[src/rtl/musb_gpr_wr_arbiter.sv]
// Write-port arbiter for the 32x32 GPR file: pipeline writeback vs. multi-cycle unit.
// Define MUSB_GPR_INIT_EN to include the post-reset clear of r1..r31.
module musb_gpr_wr_arbiter #(
    parameter int STARVE_LIMIT = 4
) (
    input  logic        clk,
    input  logic        rst,
    input  logic [4:0]  wb_wa,
    input  logic [31:0] wb_wd,
    input  logic        wb_we,
    output logic        wb_hold,
    input  logic [4:0]  mc_wa,
    input  logic [31:0] mc_wd,
    input  logic        mc_req,
    output logic        mc_gnt,
    output logic        init_busy,
    output logic [4:0]  gpr_wa,
    output logic [31:0] gpr_wd,
    output logic        gpr_we
);
    localparam logic [3:0] LIMIT = 4'(STARVE_LIMIT);

    logic [3:0] wait_cnt;
    logic       wb_active;
    logic       preempt;
    logic       run_gnt;

    // A writeback to r0 is architecturally a no-op, so it never blocks the mc unit.
    assign wb_active = wb_we && (wb_wa != 5'd0);
    assign preempt   = (wait_cnt == LIMIT);
    assign run_gnt   = mc_req && (!wb_active || preempt);

`ifdef MUSB_GPR_INIT_EN
    typedef enum logic {
        INIT,
        RUN
    } state_t;

    state_t     state;
    logic [4:0] clr_cnt;

    always_ff @(posedge clk) begin
        if (rst) begin
            state    <= INIT;
            clr_cnt  <= 5'd1;
            wait_cnt <= 4'd0;
        end else if (state == INIT) begin
            clr_cnt  <= clr_cnt + 5'd1;
            wait_cnt <= 4'd0;
            if (clr_cnt == 5'd31) begin
                state <= RUN;
            end
        end else begin
            if (run_gnt || !mc_req) begin
                wait_cnt <= 4'd0;
            end else if (wait_cnt != LIMIT) begin
                wait_cnt <= wait_cnt + 4'd1;
            end
        end
    end

    // During the clear sequence the write port is owned by clr_cnt and requests are ignored.
    always_comb begin
        if (state == INIT) begin
            gpr_wa    = clr_cnt;
            gpr_wd    = 32'd0;
            gpr_we    = 1'b1;
            init_busy = 1'b1;
            wb_hold   = wb_we;
            mc_gnt    = 1'b0;
        end else begin
            gpr_wa    = run_gnt ? mc_wa : wb_wa;
            gpr_wd    = run_gnt ? mc_wd : wb_wd;
            gpr_we    = run_gnt | wb_we;
            init_busy = 1'b0;
            wb_hold   = wb_active && run_gnt;
            mc_gnt    = run_gnt;
        end
    end
`else
    always_ff @(posedge clk) begin
        if (rst) begin
            wait_cnt <= 4'd0;
        end else if (run_gnt || !mc_req) begin
            wait_cnt <= 4'd0;
        end else if (wait_cnt != LIMIT) begin
            wait_cnt <= wait_cnt + 4'd1;
        end
    end

    always_comb begin
        gpr_wa    = run_gnt ? mc_wa : wb_wa;
        gpr_wd    = run_gnt ? mc_wd : wb_wd;
        gpr_we    = run_gnt | wb_we;
        init_busy = 1'b0;
        wb_hold   = wb_active && run_gnt;
        mc_gnt    = run_gnt;
    end
`endif

endmodule

[config.mk]
export PLATFORM = sky130hd
export DESIGN_NAME = musb_gpr_wr_arbiter
export DESIGN_NICKNAME = d
export VERILOG_FILES = /design/src/rtl/musb_gpr_wr_arbiter.sv
export SDC_FILE = /design/constraint.sdc
export NUM_CORES = 1
export LEC_CHECK = 0
export BUFFER_PORTS_ARGS = -buffer_cell sky130_fd_sc_hd__buf_2
export CORE_UTILIZATION = 29
export DETAILED_ROUTE_END_ITERATION = 12
export GPL_TIMING_DRIVEN = 0
export PLACE_DENSITY_LB_ADDON = 0.08
export SKIP_LAST_GASP = 1
export SLEW_MARGIN = 10
export SYNTH_ARGS = -nofsm -noshare
export SYNTH_HDL_FRONTEND = slang
export SYNTH_SLANG_ARGS = --single-unit
export TNS_END_PERCENT = 20
[constraint.sdc]
create_clock -name clk -period 2.05 [get_ports clk]
set_clock_uncertainty 0.2 [all_clocks]
set_input_delay 0.41 -clock clk [delete_from_list [all_inputs] [get_ports clk]]
set_output_delay 0.41 -clock clk [all_outputs]
set_load 0.1 [all_outputs]
==> results of run 1 <==
==> kinds of logic after synthesis <==
kind of cell / count (synthesis)
multiplexers: 1
XOR/XNOR: 1
other: 1
adder cells (fa/ha/maj): 2
buffers and inverters: 22
flip-flops: 4
AO/OA/AOI/OAI: 74
AND/OR/NAND/NOR: 50
==> what timing repair did <==
action	CTS
endpoints found under the setup margin	40
gates resized for setup	150
buffers inserted	6
pin swaps	5
gates cloned	2
==> metrics by stage <==
step	TNS, ns	worst slack, ns	utilization (%)	area [µm²]
4_1_cts	-19.21	-0.512	95.6	2730
2_1_floorplan	-21.60	-0.584	-	1480
3_5_place_dp	-32.59	-0.903	73.6	2100
3_3_place_gp	-31.18	-0.858	73.6	2100
==> metrics.cfg, run 1 <==
[logic_synthesis]
synth_top_flop_cell = dfxtp_1
async_flop_share_pct = 0
syn-num-nets = 235
ys_top_cells_by_count = 37 x nand2_1, 32 x o22ai_1, 27 x o21ai_0
synthAdderAreaFrac_pct = 2.77
synth_top_family_by_area = compound AO/OA/AOI/OAI gates
synthCells = 155
synth_compound_area_share_pct = 49.2
synthSimpleGateAreaFrac_pct = 23.6
synth_xor_area_share_pct = 0.971
synth_seq_cells = 4
netlist_area_um2 = 902
syn_area_per_cell_um2 = 5.82
yosysSeqAreaShare_pct = 8.88
synth_most_common_cell = nand2_1
synth_edf_count = 0
synthMuxAreaShare_pct = 1.11
ys_types = 27
synth_area_leaders = o22ai_1 22%, nand2_1 15%, o21ai_0 15%, dfxtp_1 8.9%, clkbuf_1 5.4%
yosysWarnings = 0
yosysTopAreaCell = o22ai_1
synth_top_area_share_pct = 22.2

[floorplanning]
initial_utilization_pct = 31.6
rows = 19
io_pins = 119
die_h_um = 57.8
die_x_um = 57.8

[placement]
gp_congestion = 0.706
io_buffers = 117
post-dp-hpwl_mm = 3.15
dp_cells = 303

[clocking]
clock_path_buffers = 2
cts_made_buffers = 3
cts_sinks = 4
h-tree-depth = 1
cts_root_buf = clkbuf_4
postCtsHoldBufs = 0

[outcome]
haltStage = global routing (5_1_grt)
stop_error = [ERROR DPL-0038] Utilization greater than 100%, impossible to legalize
outcome = did not finish

[global_route]
grt_max_degree = 11

[timing]
crit_endpoint = gpr_wd[18]
endpoint_type = primary output

==> run 2: changes to the inputs <==
--- a/config.mk
+++ b/config.mk
@@ -6,10 +6,11 @@
 export NUM_CORES = 1
 export LEC_CHECK = 0
 export BUFFER_PORTS_ARGS = -buffer_cell sky130_fd_sc_hd__buf_2
-export CORE_UTILIZATION = 29
+export CORE_AREA = 2 2 63 65
 export DETAILED_ROUTE_END_ITERATION = 12
+export DIE_AREA = 0 0 65 67
 export GPL_TIMING_DRIVEN = 0
-export PLACE_DENSITY_LB_ADDON = 0.08
+export PLACE_DENSITY_LB_ADDON = 0.15
 export SKIP_LAST_GASP = 1
 export SLEW_MARGIN = 10
 export SYNTH_ARGS = -nofsm -noshare
==> constraint.sdc (replaced) <==
create_clock -name clk -period 2.7 [get_ports clk]
set_clock_uncertainty 0.2 [all_clocks]
set_input_delay 0.54 -clock clk [delete_from_list [all_inputs] [get_ports clk]]
set_output_delay 0.54 -clock clk [all_outputs]
set_load 0.1 [all_outputs]
==> run 2 against run 1 <==
Against the previous run:
- synthesized cell count stayed put
- area after synthesis stayed put
- the flow now finishes, with violations (negative setup slack)
==> metrics.cfg, run 2 <==
[floorplanning]
die_area_mm2 = 0.00436
io_pins = 119  ; unchanged
die_x_um = 65  ; +13%
rows = 22  ; +3
die_h_um = 67  ; +16%
initial_utilization_pct = 25.0  ; -6.6 points
core-area_mm2 = 0.00361

[cells_and_area]
syn_to_final_growth_pct = 238
drive_gt1_share_pct = 76.5
final_util_pct = 84.5
final_common_cell = buf_2
fillCellCount = 203
largest_reg_flops = 4
largest-register = wait_cnt
layout.nets = 367
diodes = 0
biggestRegsByFlops = wait_cnt (4)
layout_common_cells = 79 x buf_2, 40 x buf_12, 37 x nand2_1

[route]
wl_mm = 5.42
ant_nets = 0
viasPerCell = 5.22
vias = 1739
remaining_drc_errors = 0
first_pass_iters = 4
drt_iter0_drc = 54
wl_per_cell_um = 16.3

[logic_synthesis]
async_flop_share_pct = 0  ; unchanged
synthMuxAreaShare_pct = 1.11  ; unchanged
ys_top_cells_by_count = 37 x nand2_1, 32 x o22ai_1, 27 x o21ai_0
synth_top_flop_cell = dfxtp_1
synth_seq_cells = 4  ; unchanged
synth_most_common_cell = nand2_1
syn_area_per_cell_um2 = 5.82  ; unchanged
yosysWarnings = 0  ; unchanged
yosysTopAreaCell = o22ai_1
synthCells = 155  ; unchanged
synth_edf_count = 0  ; unchanged
synth_xor_area_share_pct = 0.971  ; unchanged
synth_area_leaders = o22ai_1 22%, nand2_1 15%, o21ai_0 15%, dfxtp_1 8.9%, clkbuf_1 5.4%
synthSimpleGateAreaFrac_pct = 23.6  ; unchanged
netlist_area_um2 = 902  ; unchanged
syn-num-nets = 235  ; unchanged
synth_compound_area_share_pct = 49.2  ; unchanged
synth_top_family_by_area = compound AO/OA/AOI/OAI gates
synth_top_area_share_pct = 22.2  ; unchanged
ys_types = 27  ; unchanged
yosysSeqAreaShare_pct = 8.88  ; unchanged
synthAdderAreaFrac_pct = 2.77  ; unchanged

[timing]
setup_viol = 10
hold_viol_final = 0
fin_crit_sh_pct = 101
rsz0062_at_grt = yes
fin_ws_ns = -0.0367
fin_hold_ws_ns = 0.310
min_period_ns = 2.74
drv_slew = 0
fmax_mhz = 365

[global_route]
grt_pass1_vias = 1849
grt-ovfl-total = 0
grt_pass1_wl_mm = 8.58
grt_usage_pct = 24.9
grt_max_degree = 11
antenna_found_initial = 0

[placement]
post-dp-hpwl_mm = 3.34  ; +5.8%
gp_congestion = 0.774  ; +9.7%
io_buffers = 117  ; unchanged

[clocking]
cts_root_buf = clkbuf_8
clock_path_buffers = 2  ; unchanged
clk_pin_slew_ns = 0.03
cts_tree = done
h-tree-depth = 1  ; unchanged
cts_made_buffers = 3  ; unchanged
clk_latency_ns = 0.22
cts_sinks = 4  ; unchanged

[outcome]
violations = negative setup slack
outcome = finished, violations left

[power_and_ir_drop]
p_leak_nw = 1.26
vdd_drop_max_v = 0.000236
power_density_mw_per_mm2 = 375

[setup_path]
critPathRequiredTime_ns = 1.96
worstSetupPathType = primary input to primary output
arrival_ns = 2.00
endpoint_kind = primary output
cp_max_fo = 8
cp-start-kind = primary input

[flow_run]
cap_violations = 0

[worst_hold_path]
hp-class = flop to flop

## run 2: cell counts after synthesis
No cell type changed its count.
## run 2: what timing repair did
| action | 4_1_cts | 5_1_grt |
|---|---|---|
| endpoints found under the setup margin | 38 | 39 |
| resized for setup | 232 | 17 |
| hold buffers | 0 | 0 |
| cloned | 3 | 0 |
| pin swaps | 33 | 4 |
| buffers inserted | 5 | 4 |
## run 2: metrics by stage
stage	total power (W)	instance area, µm²	setup TNS, ns	setup WS, ns	cells
finish	0.00114	3050	-0.113	-0.0367	333
global route	0.00118	3050	-1.96	-0.0865	333
CTS	0.00113	3000	-3.34	-0.108	331
detailed placement	0.000757	2040	-18.63	-0.616	320
global placement	0.000755	2040	-18.42	-0.612	320
floorplan	0.000634	1390	-9.73	-0.303	155
## run 2: worst max-delay path, stage by stage
cell and delay, ns:
buf_8 0.09, or3_4 0.39, o211a_1 0.24, buf_12 0.16, buf_12 0.15, o22ai_4 0.20
buf_12 0.20
## run 2: kinds of logic (layout without fill, tap and decap cells)
| logic type | after synthesis | after routing |
|---|---|---|
| simple gates | 50 | 50 |
| mux | 1 | 1 |
| compound gates | 74 | 74 |
| fa+ha+maj | 2 | 2 |
| buf+inv | 22 | 152 |
| other cells | 1 | 1 |
| xor+xnor | 1 | 1 |
| flops | 4 | 4 |
## run 2: layout make-up
cell class | count | area, µm² | area share [%]
plain buffers | 17 | 173 | 5.67
flip-flops and latches | 4 | 80.1 | 2.63
well taps | 48 | 60.1 | 1.97
inverters | 3 | 11.3 | 0.369
multi-input cells | 129 | 1370 | 44.8
clock buffers | 3 | 41.3 | 1.35
repair buffers | 129 | 1320 | 43.2
## run 2: path summary, 6_finish.rpt
check	startpoint	to	slack, ns	cells past startpoint
max	wb_wa[3]	gpr_wd[13]	-0.04	7
max reg2reg	wait_cnt[0]	wait_cnt[2]	1.08	6
min	wait_cnt[0]	wait_cnt[0]	0.31	1
min reg2reg	wait_cnt[0]	wait_cnt[0]	0.31	1
## run 2: where the power goes
part / internal, W / switching, W / total, W
sequential: 0.0000603 / 0.000000886 / 0.0000612
combinational: 0.000364 / 0.000592 / 0.000956
clock: 0.0000949 / 0.0000292 / 0.000124
total: 0.000519 / 0.000622 / 0.00114
## run 2: metal layers
| metal | part of all wire [%] | vias up | track usage [%] |
|---|---|---|---|
| li1 | - | 836 | - |
| met1 | 37 | 816 | 26.6 |
| met2 | 54 | 81 | 49.9 |
| met3 | 7.5 | 6 | 5.57 |
| met4 | 0.94 | 0 | 3.72 |
| met5 | 0 | - | 0 |
No activity file was read; power rests on OpenSTA's default activity.
==> run 3: changes to the inputs <==
--- a/config.mk
+++ b/config.mk
@@ -6,9 +6,10 @@
 export NUM_CORES = 1
 export LEC_CHECK = 0
 export BUFFER_PORTS_ARGS = -buffer_cell sky130_fd_sc_hd__buf_2
-export CORE_AREA = 2 2 63 65
+export CELL_PAD_IN_SITES_DETAIL_PLACEMENT = 1
+export CELL_PAD_IN_SITES_GLOBAL_PLACEMENT = 2
+export CORE_UTILIZATION = 12
 export DETAILED_ROUTE_END_ITERATION = 12
-export DIE_AREA = 0 0 65 67
 export GPL_TIMING_DRIVEN = 0
 export PLACE_DENSITY_LB_ADDON = 0.15
 export SKIP_LAST_GASP = 1
==> run 3 against run 2 <==
Against the previous run:
- total power fell by 6.5%
- critical endpoint is now gpr_wd[8]
- sequential share of layout area rose by 0.23 points
- utilization fell by 46 points
- clock-buffer cell count did not move
- global-route usage fell by 11 points
- highest routed layer unchanged
- the flow still finishes with violations (negative setup slack)
- critical path depth did not move
- non-clock buffer count fell by 7
- setup slack got worse by 0.058 ns
- via count fell by 4.3%
- register-to-register slack improved by 0.07 ns
- clock power barely moved
==> metrics.cfg, run 3 (synthesis results as in run 2) <==
[power_and_ir_drop]
vdd_drop_max_v = 0.000112  ; -53%
power_density_mw_per_mm2 = 381  ; +1.6%
p_leak_nw = 1.15  ; -8.3%

[placement]
post-dp-hpwl_mm = 4.24  ; +27%
dp_cells = 371  ; +16%
dpl_cell_area_mm2 = 0.00210  ; +3.1%
gp_congestion = 0.691  ; -11%
place_ws_ns = -0.723  ; -0.107 ns
io_buffers = 117  ; unchanged

[cells_and_area]
largest-register = wait_cnt
layout.nets = 360  ; -1.9%
syn_to_final_growth_pct = 211
final_common_cell = buf_2
largest_reg_flops = 4  ; unchanged
biggestRegsByFlops = wait_cnt (4)
layout_common_cells = 77 x buf_2, 37 x nand2_1, 28 x buf_12
fin_area_mm2 = 0.00280  ; -8.0%
diodes = 0  ; unchanged
drive_gt1_share_pct = 65.5  ; -11 points
final_cells = 377  ; +13%

[worst_hold_path]
hp-class = flop to flop

[floorplanning]
rows = 31  ; +41%
die_area_mm2 = 0.00787  ; +81%
initial_utilization_pct = 12.4  ; -13 points
core-area_mm2 = 0.00725  ; +100%
io_pins = 119  ; unchanged
die_x_um = 88.7  ; +36%
die_h_um = 88.7  ; +32%

[route]
wl_mm = 5.50  ; +1.4%
drt_iter0_drc = 45  ; -17%
vias = 1664  ; -4.3%
first_pass_iters = 3  ; -1
wl_met1_mm = 2.23  ; +11%
ant_nets = 0  ; unchanged
wl_met3_um = 555  ; +36%
wl_met2_mm = 2.69  ; -8.9%
remaining_drc_errors = 0  ; unchanged
wl_per_cell_um = 14.6  ; -10%
viasPerCell = 4.41  ; -15%
topRoutingLayerUsed = met4

[clocking]
cts_tree = done
cts_root_buf = clkbuf_8
h-tree-depth = 1  ; unchanged
clk_pin_slew_ns = 0.03  ; about the same
cts_sinks = 4  ; unchanged
clock_path_buffers = 2  ; unchanged
postCtsHoldBufs = 0  ; unchanged
clk_latency_ns = 0.21  ; about the same
cts_made_buffers = 3  ; unchanged

[timing]
setup_viol = 37  ; +27
fmax_mhz = 358  ; -2.1%
hold_viol_final = 0  ; unchanged
fin_setup_tns_ns = -2.84  ; -2.73 ns
drv_slew = 0  ; unchanged
rsz0062_at_grt = yes
fin_ws_ns = -0.0949  ; -0.0582 ns
fin_hold_ws_ns = 0.298  ; -0.0119 ns
fin_crit_sh_pct = 104  ; +2.2 points
min_period_ns = 2.79  ; +0.0582 ns

[setup_path]
cp-start-kind = primary input
endpoint_kind = primary output
arrival_ns = 2.05  ; +0.05 ns
cp_max_fo = 8  ; unchanged
critPathRequiredTime_ns = 1.96  ; about the same
worstSetupPathType = primary input to primary output

[outcome]
outcome = finished, violations left
violations = negative setup slack

[global_route]
grt_pass1_wl_mm = 8.47  ; -1.2%
antenna_found_initial = 0  ; unchanged
grt_pass1_vias = 1750  ; -5.4%
grt-ovfl-total = 0  ; unchanged
grt_usage_pct = 13.7  ; -11 points
grt_max_degree = 11  ; unchanged

[flow_run]
cap_violations = 0  ; unchanged

==> run 3: path summary, 6_finish.rpt <==
kind,startpoint,end,slack (ns),cells past startpoint
hold reg to reg,wait_cnt[0],wait_cnt[0],0.30,1
hold / removal,wait_cnt[0],wait_cnt[0],0.30,1
setup / recovery,wb_wa[4],gpr_wd[8],-0.09,7
setup reg to reg,wait_cnt[0],wait_cnt[2],1.15,5
==> run 3: per-layer routing <==
| layer | up-vias | GRT usage (%) |
|---|---|---|
| li1 | 814 | - |
| met1 | 765 | 17.3 |
| met2 | 81 | 23.3 |
| met3 | 4 | 3.92 |
| met4 | 0 | 2.35 |
| met5 | - | 0 |
==> run 3: final cells by class <==
type,count,area [µm²]
Fill cell,875,4450
Timing Repair Buffer,121,1150
Tap cell,99,124
Buffer,18,180
Multi-Input combinational cell,129,1220
Inverter,3,11.3
Clock buffer,3,41.3
Sequential cell,4,80.1
==> run 3: where the power goes <==
part           switching, W  internal (W)  total (W)  leakage [nW]
clock             0.0000282     0.0000948   0.000123        0.0216
combinational      0.000562      0.000320   0.000883          1.10
sequential      0.000000809     0.0000604  0.0000612        0.0324
total              0.000591      0.000475    0.00107          1.15
==> run 3: worst max-delay path, cell delays in order <==
cell     delay (ns)
buf_8          0.09
or3_4          0.43
o211a_4        0.29
buf_12         0.15
buf_16         0.15
o22ai_4        0.19
buf_12         0.20
==> run 3: metrics by stage <==
stage	util (%)	power, W
6_report	38.6	0.00107
2_1_floorplan	-	0.000634
3_5_place_dp	28.9	0.000766
5_1_grt	38.6	0.00111
4_1_cts	37.4	0.00106
3_3_place_gp	28.9	0.000765
==> run 3: timing repair <==
item	in CTS	in global routing
resized for setup	147	37
pin swaps	23	4
setup endpoints to repair	39	39
setup buffers	0	1
cloned	1	2
hold endpoints to repair	0	0
